## config.mk

```make
export PLATFORM = sky130hd
export DESIGN_NAME = regfile_mp
export DESIGN_NICKNAME = d
export VERILOG_FILES = /design/src/rtl/regfile_mp.sv
export SDC_FILE = /design/constraint.sdc
export NUM_CORES = 2
export LEC_CHECK = 0
export ABC_AREA = 0
export CAP_MARGIN = 20
export CORE_MARGIN = 2
export CORE_UTILIZATION = 40
export CTS_CLUSTER_SIZE = 14
export DETAILED_ROUTE_END_ITERATION = 16
export GPL_TIMING_DRIVEN = 0
export SLEW_MARGIN = 5
export SYNTH_ARGS = -nofsm -noshare
export SYNTH_HDL_FRONTEND = slang
export SYNTH_SLANG_ARGS = --single-unit
```

## constraint.sdc

```tcl
create_clock -name clk -period 5.2 [get_ports clk]
set_input_delay 0.78 -clock clk [delete_from_list [all_inputs] [get_ports clk]]
set_output_delay 0.78 -clock clk [all_outputs]
set_load 0.01 [all_outputs]
```

## src/rtl/regfile_mp.sv

```systemverilog
// regfile_mp: multi-port integer register file with a pending-write scoreboard.
// Optional macro REGFILE_BYPASS_EN forwards same-cycle writes to the read ports.
module regfile_mp #(
  parameter int XLEN     = 32,
  parameter int NREGS    = 32,
  parameter int NUM_RD   = 2,
  parameter int NUM_WR   = 1,
  parameter int ZERO_REG = 1,
  localparam int AW      = $clog2(NREGS)
) (
  input  logic                     clk,
  input  logic                     rst_n,
  input  logic [NUM_RD*AW-1:0]     rd_addr,
  output logic [NUM_RD*XLEN-1:0]   rd_data,
  output logic [NUM_RD-1:0]        rd_busy,
  input  logic [NUM_WR-1:0]        wr_en,
  input  logic [NUM_WR*AW-1:0]     wr_addr,
  input  logic [NUM_WR*XLEN-1:0]   wr_data,
  input  logic                     rsv_valid,
  input  logic [AW-1:0]            rsv_addr,
  output logic [NREGS-1:0]         busy_vec
);

  logic [XLEN-1:0]  r_regs [NREGS];
  logic [NREGS-1:0] r_busy;

  logic [NREGS-1:0] w_wen;
  logic [XLEN-1:0]  w_wdat [NREGS];
  logic [NREGS-1:0] w_set;
  logic [NREGS-1:0] w_busy_nxt;

  // Later ports overwrite earlier ones, so the highest index wins.
  always_comb begin
    w_wen = '0;
    for (int r = 0; r < NREGS; r++) begin
      w_wdat[r] = '0;
    end
    for (int w = 0; w < NUM_WR; w++) begin
      if (wr_en[w]) begin
        w_wen[wr_addr[w*AW +: AW]]  = 1'b1;
        w_wdat[wr_addr[w*AW +: AW]] = wr_data[w*XLEN +: XLEN];
      end
    end
    if (ZERO_REG != 0) begin
      w_wen[0] = 1'b0;
    end
  end

  always_comb begin
    w_set = '0;
    if (rsv_valid) begin
      w_set[rsv_addr] = 1'b1;
    end
    if (ZERO_REG != 0) begin
      w_set[0] = 1'b0;
    end
  end

  // A reservation beats a same-cycle clear: the newer issue owns the reg.
  assign w_busy_nxt = (r_busy & ~w_wen) | w_set;

  always_ff @(posedge clk or negedge rst_n) begin
    if (!rst_n) begin
      for (int r = 0; r < NREGS; r++) begin
        r_regs[r] <= '0;
      end
      r_busy <= '0;
    end else begin
      for (int r = 0; r < NREGS; r++) begin
        if (w_wen[r]) begin
          r_regs[r] <= w_wdat[r];
        end
      end
      r_busy <= w_busy_nxt;
    end
  end

  assign busy_vec = r_busy;

  for (genvar p = 0; p < NUM_RD; p++) begin : g_rd
    logic [AW-1:0]   w_ra;
    logic [XLEN-1:0] w_rdat;
    logic            w_rbsy;

    assign w_ra = rd_addr[p*AW +: AW];

    always_comb begin
      w_rdat = r_regs[w_ra];
      w_rbsy = r_busy[w_ra];
`ifdef REGFILE_BYPASS_EN
      // Gated by rst_n so outputs stay at zero throughout reset.
      for (int w = 0; w < NUM_WR; w++) begin
        if (rst_n && wr_en[w] && (wr_addr[w*AW +: AW] == w_ra)) begin
          w_rdat = wr_data[w*XLEN +: XLEN];
          w_rbsy = rsv_valid && (rsv_addr == w_ra);
        end
      end
`endif
      if ((ZERO_REG != 0) && (w_ra == '0)) begin
        w_rdat = '0;
        w_rbsy = 1'b0;
      end
    end

    assign rd_data[p*XLEN +: XLEN] = w_rdat;
    assign rd_busy[p]              = w_rbsy;
  end

endmodule

```

After elaboration in Yosys (flattened, before gate mapping). Index checks and enable logic that the tools add are counted.

Mux-type cells: 23. Reductions and logical operators: 5. Bitwise logic cells: 7. Order comparisons: 10.

Operators by type and width (number): $and 992x992->992 (1); $mux 992 (1); $bmux 32 s5 (2); $mux 32 (9); $demux 32 s5 (1); $and 32x32->32 (1); $not 32->32 (1); $or 32x32->32 (1); $lt 5x6->1 const B (4); $ge 6x6->1 const B (3); $not 5->6 (3); $bmux 1 s5 (2); $demux 1 s5 (2); $ge 5x1->1 const B (2); $logic_not 5->1 (2); $lt 6x1->1 const B (1); $mux 1 (6); $logic_and 1x1->1 (3).

Input bits: 56. Bits in registers: 1024. Output and inout bits: 98. Logic and storage cells: 77.

Longest topological paths before layout.
Depth after elaboration: 8. Mapped depth: 9. Depth with buffers taken out: 4.

Worst setup path after synthesis. Ideal clock, no wire load.

Path kind: input to output. Start point: in rd_addr[6]. End point: out rd_busy[1]. Path buffers: 4. Stages on the path: 7. Path slack: 2.164 ns. Data arrival time: 2.256 ns. Data required time: 4.420 ns. Path through: buf_4 -> buf_6 -> buf_2 -> mux4_2 -> a211oi_1 -> nor4_1 -> buf_4.

Longest elaborated chain between the ends: 3. Elaborated cells between the ends (all ways): 4. Those cells by class: mux: 3; reduce/logical: 1.

Ends and longest elaborated chain: start: declaration (RTL line 13) `input logic [NUM_RD*AW-1:0] rd_addr,`; $bmux 1 s5 (RTL line 89) `w_rbsy = r_busy[w_ra];`; $mux 1 (implied by the code) (RTL line 89); $mux 1 * (RTL line 99) `if ((ZERO_REG != 0) && (w_ra == '0)) begin`; end: declaration (RTL line 15) `output logic [NUM_RD-1:0] rd_busy,`.

Mark *: on every way between the ends. The rest lies on a longest branch, timed or not. The select of a mux whose other input is x is not followed.

Final worst setup path.
Start point: in rd_addr[2]. End point: out rd_data[17].

Longest elaborated chain between the ends: 5. Elaborated cells between the ends (all ways): 6. Those cells by class: mux: 4; bitwise: 1; reduce/logical: 1.

Ends and longest elaborated chain: $not 5->6 (implied by the code) (RTL line 88) `w_rdat = r_regs[w_ra];`; $bmux 32 s5 (RTL line 88); $mux 32 (implied by the code) (2 in series) (RTL line 88); $mux 32 * (RTL line 99); end: declaration (RTL line 14) `output logic [NUM_RD*XLEN-1:0] rd_data,`.

Marked as above.

==> impl_metrics.json <==
{
  "hpwl_um": 174000,
  "p_leak_nw": 28.2,
  "synth_mux_area_frac": 0.390,
  "synth-main-ff-cell": "dfrtp_1",
  "maxSlewViolCount": 0,
  "maxCapViolCount": 0,
  "synth_cell_type_count": 37,
  "drt-met1-wl_um": 95200,
  "vias": 41400,
  "layout.cells.non_filler": 6421,
  "syn_inst": 4238,
  "hold_class": "reg2reg",
  "crit_path_start_kind": "input pin",
  "worstPathRequired_ns": 4.42,
  "finalWorstSetupSlack_ns": -0.0786,
  "drtIter0Drc": 4835,
  "power_density_mw_per_mm2": 392,
  "yosysTopAreaCell": "dfrtp_1",
  "cts_setup_buffers": 0,
  "vdd_drop_max_v": 0.000302,
  "antenna_found_initial": 17,
  "start_util": 0.402,
  "synth_fp_nets": 4294,
  "worstPathMaxFanout": 10,
  "drive_gt1_frac": 0.371,
  "ys_warn_count": 0,
  "synth_top_family_by_area": "multiplexers",
  "firstDrtPassIters": 6,
  "min_period_ns": 5.28,
  "drc": 0,
  "final_common_cell": "mux2_2",
  "path_class": "in2out",
  "reg2reg_slack_ns": 4.37,
  "synth_xor_area_frac": 0,
  "dieWidth_um": 375,
  "synth_top_area_frac": 0.464,
  "clock_path_buffers": 3,
  "clk_latency_ns": 0.74,
  "async_flop_share": 1.00,
  "grt_pass1_wl_um": 323000,
  "layout_common_cells": "mux2_2 (1028), dfrtp_1 (1023), mux2i_1 (652)",
  "postRouteAntennaNets": 0,
  "die_area_mm2": 0.141,
  "crit_arrival_ns": 4.50,
  "grt.total_usage": 0.327,
  "dr_wl_met2_um": 103000,
  "synth_seq_cells": 1023,
  "yosys.area_share.simple": 0.0358,
  "overflow": 0,
  "setup-tns-final_ns": -0.290,
  "synth_edf_count": 0,
  "grt_max_degree": 167,
  "avgSynthCellArea_um2": 13.0,
  "synth_compound_gate_area_share": 0.0713,
  "ios": 154,
  "highest_layer": "met5",
  "rows": 136,
  "violations": "setup timing",
  "cts_tree": "done",
  "status": "finished with violations",
  "placedCellCount": 6199,
  "routedWlPerCell_um": 36.5,
  "fmaxAchievable_mhz": 189,
  "htreeDepth": 3,
  "via_per_inst": 6.45,
  "cts.sinks": 1023,
  "dr_wl_met3_um": 23200,
  "finClkSkew_ns": 0,
  "port-buffer-count": 149,
  "synthTopCellsByArea": "dfrtp_1 (46%), mux2_2 (21%), mux2i_1 (12%), mux4_2 (5.5%), o22ai_1 (3.0%)",
  "worst-slew-pin-transition_ns": 1.26,
  "synthToLayoutAreaGrowth_pct": 15.8,
  "slew_headroom": 0.154,
  "layout.nets": 4582,
  "die_h_um": 375,
  "final.period_utilization": 1.02,
  "wirelength_um": 234000,
  "p_total_w": 0.0250,
  "cts_made_buffers": 115,
  "core_area_mm2": 0.137,
  "setup_viol": 10,
  "ys_seq_area_frac": 0.464,
  "cts.clk_slew.worst_paths_ns": 0.06,
  "cp-end-kind": "primary output",
  "ctsRootBufferMaster": "clkbuf_16",
  "grt_pass1_vias": 40400,
  "synthAdderAreaFrac": 0,
  "syn_area_mm2": 0.0552,
  "hold_viol": 0,
  "gp_congestion": 1.04
}
-- cell type report --
| class | instances | area (um^2) |
|---|---|---|
| Sequential cell | 1023 | 25600 |
| Antenna cell | 7 | 17.5 |
| Buffer | 443 | 2240 |
| Fill cell | 12400 | 73200 |
| Tap cell | 1794 | 2240 |
| Timing Repair Buffer | 172 | 1830 |
| Clock buffer | 168 | 3410 |
| Multi-Input combinational cell | 2771 | 28100 |
| Clock inverter | 43 | 509 |
-- flip-flops by register name, summed over array words and instances (netlist names) --
| signal | flops |
|---|---|
| busy_vec | 31 |
| r_regs | 992 |
-- synthesized netlist by cell type (all sizes together) (8+ instances only) --
| library cell | instances |
|---|---|
| buf | 245 |
| clkbuf | 199 |
| o21ai | 32 |
| nand3b | 8 |
| o22ai | 264 |
| nand2b | 9 |
| nor3 | 134 |
| a22oi | 66 |
| mux2i | 652 |
| nor3b | 8 |
| nor2b | 69 |
| mux2 | 1058 |
| nor4 | 62 |
| a22o | 15 |
| a21oi | 62 |
| a211oi | 66 |
| nor2 | 18 |
| mux4 | 136 |
| a221o | 66 |
| dfrtp | 1023 |
| nand2 | 21 |
-- cell families after synthesis --
family / count (synthesis)
AO/OA/AOI/OAI: 575
buffers and inverters: 444
flip-flops: 1023
multiplexers: 1846
other: 1
AND/OR/NAND/NOR: 349
-- worst max-delay path: stages --
cell and delay [ns]:
clkdlybuf4s50_1 0.51, buf_2 0.26, nand2_1 0.21, buf_2 0.47, buf_2 0.55, o22ai_1 0.17
nor3_1 0.80, nor4_4 0.19, clkdlybuf4s50_1 0.55
-- layer usage --
layer | GRT usage | vias to the layer above
met2 | 0.489 | 2368
met3 | 0.0901 | 575
met4 | 0.164 | 4
li1 | - | 16700
met1 | 0.436 | 21700
met5 | 0 | -
-- timing repair --
| item | 4_1_cts | 5_1_grt |
|---|---|---|
| hold endpoints to repair | 43 | 0 |
| pin swaps | 1 | 2 |
| resized for setup | 125 | 24 |
| hold buffers | 1 | 0 |
| setup endpoints to repair | 63 | 40 |
-- through the flow --
step	hold WS, ns	util	worst slack (ns)	area [um^2]
CTS	0.507	0.465	-0.0298	63800
global placement	0.481	0.430	-45.12	58900
floorplan	0.470	-	2.16	55200
detailed placement	0.493	0.432	-0.917	59200
global route	0.520	0.466	-0.00234	63900
finish	0.507	0.466	-0.0786	63900
-- path summary, 6_finish.rpt --
| kind | from | endpoint | cells past startpoint |
|---|---|---|---|
| setup / recovery | rd_addr[2] | rd_data[17] | 9 |
| hold / removal | r_regs[568]$_DFFE_PN0P_ | r_regs[568]$_DFFE_PN0P_ | 1 |
| setup reg to reg | r_regs[10]$_DFFE_PN0P_ | r_regs[10]$_DFFE_PN0P_ | 1 |
| hold reg to reg | r_regs[568]$_DFFE_PN0P_ | r_regs[568]$_DFFE_PN0P_ | 1 |
| max in group asynchronous | rst_n | r_regs[880]$_DFFE_PN0P_ | 5 |
| min in group asynchronous | rst_n | r_regs[216]$_DFFE_PN0P_ | 2 |
-- report_power, final --
group	leakage, nW	switching, W	total, W	internal, W
Combinational	13.3	0.00280	0.00564	0.00284
Sequential	13.1	0.00124	0.0108	0.00954
Clock	1.93	0.00357	0.00863	0.00506
Total	28.2	0.00761	0.0250	0.0174
Note: power is estimated with default switching activity, not from simulation.
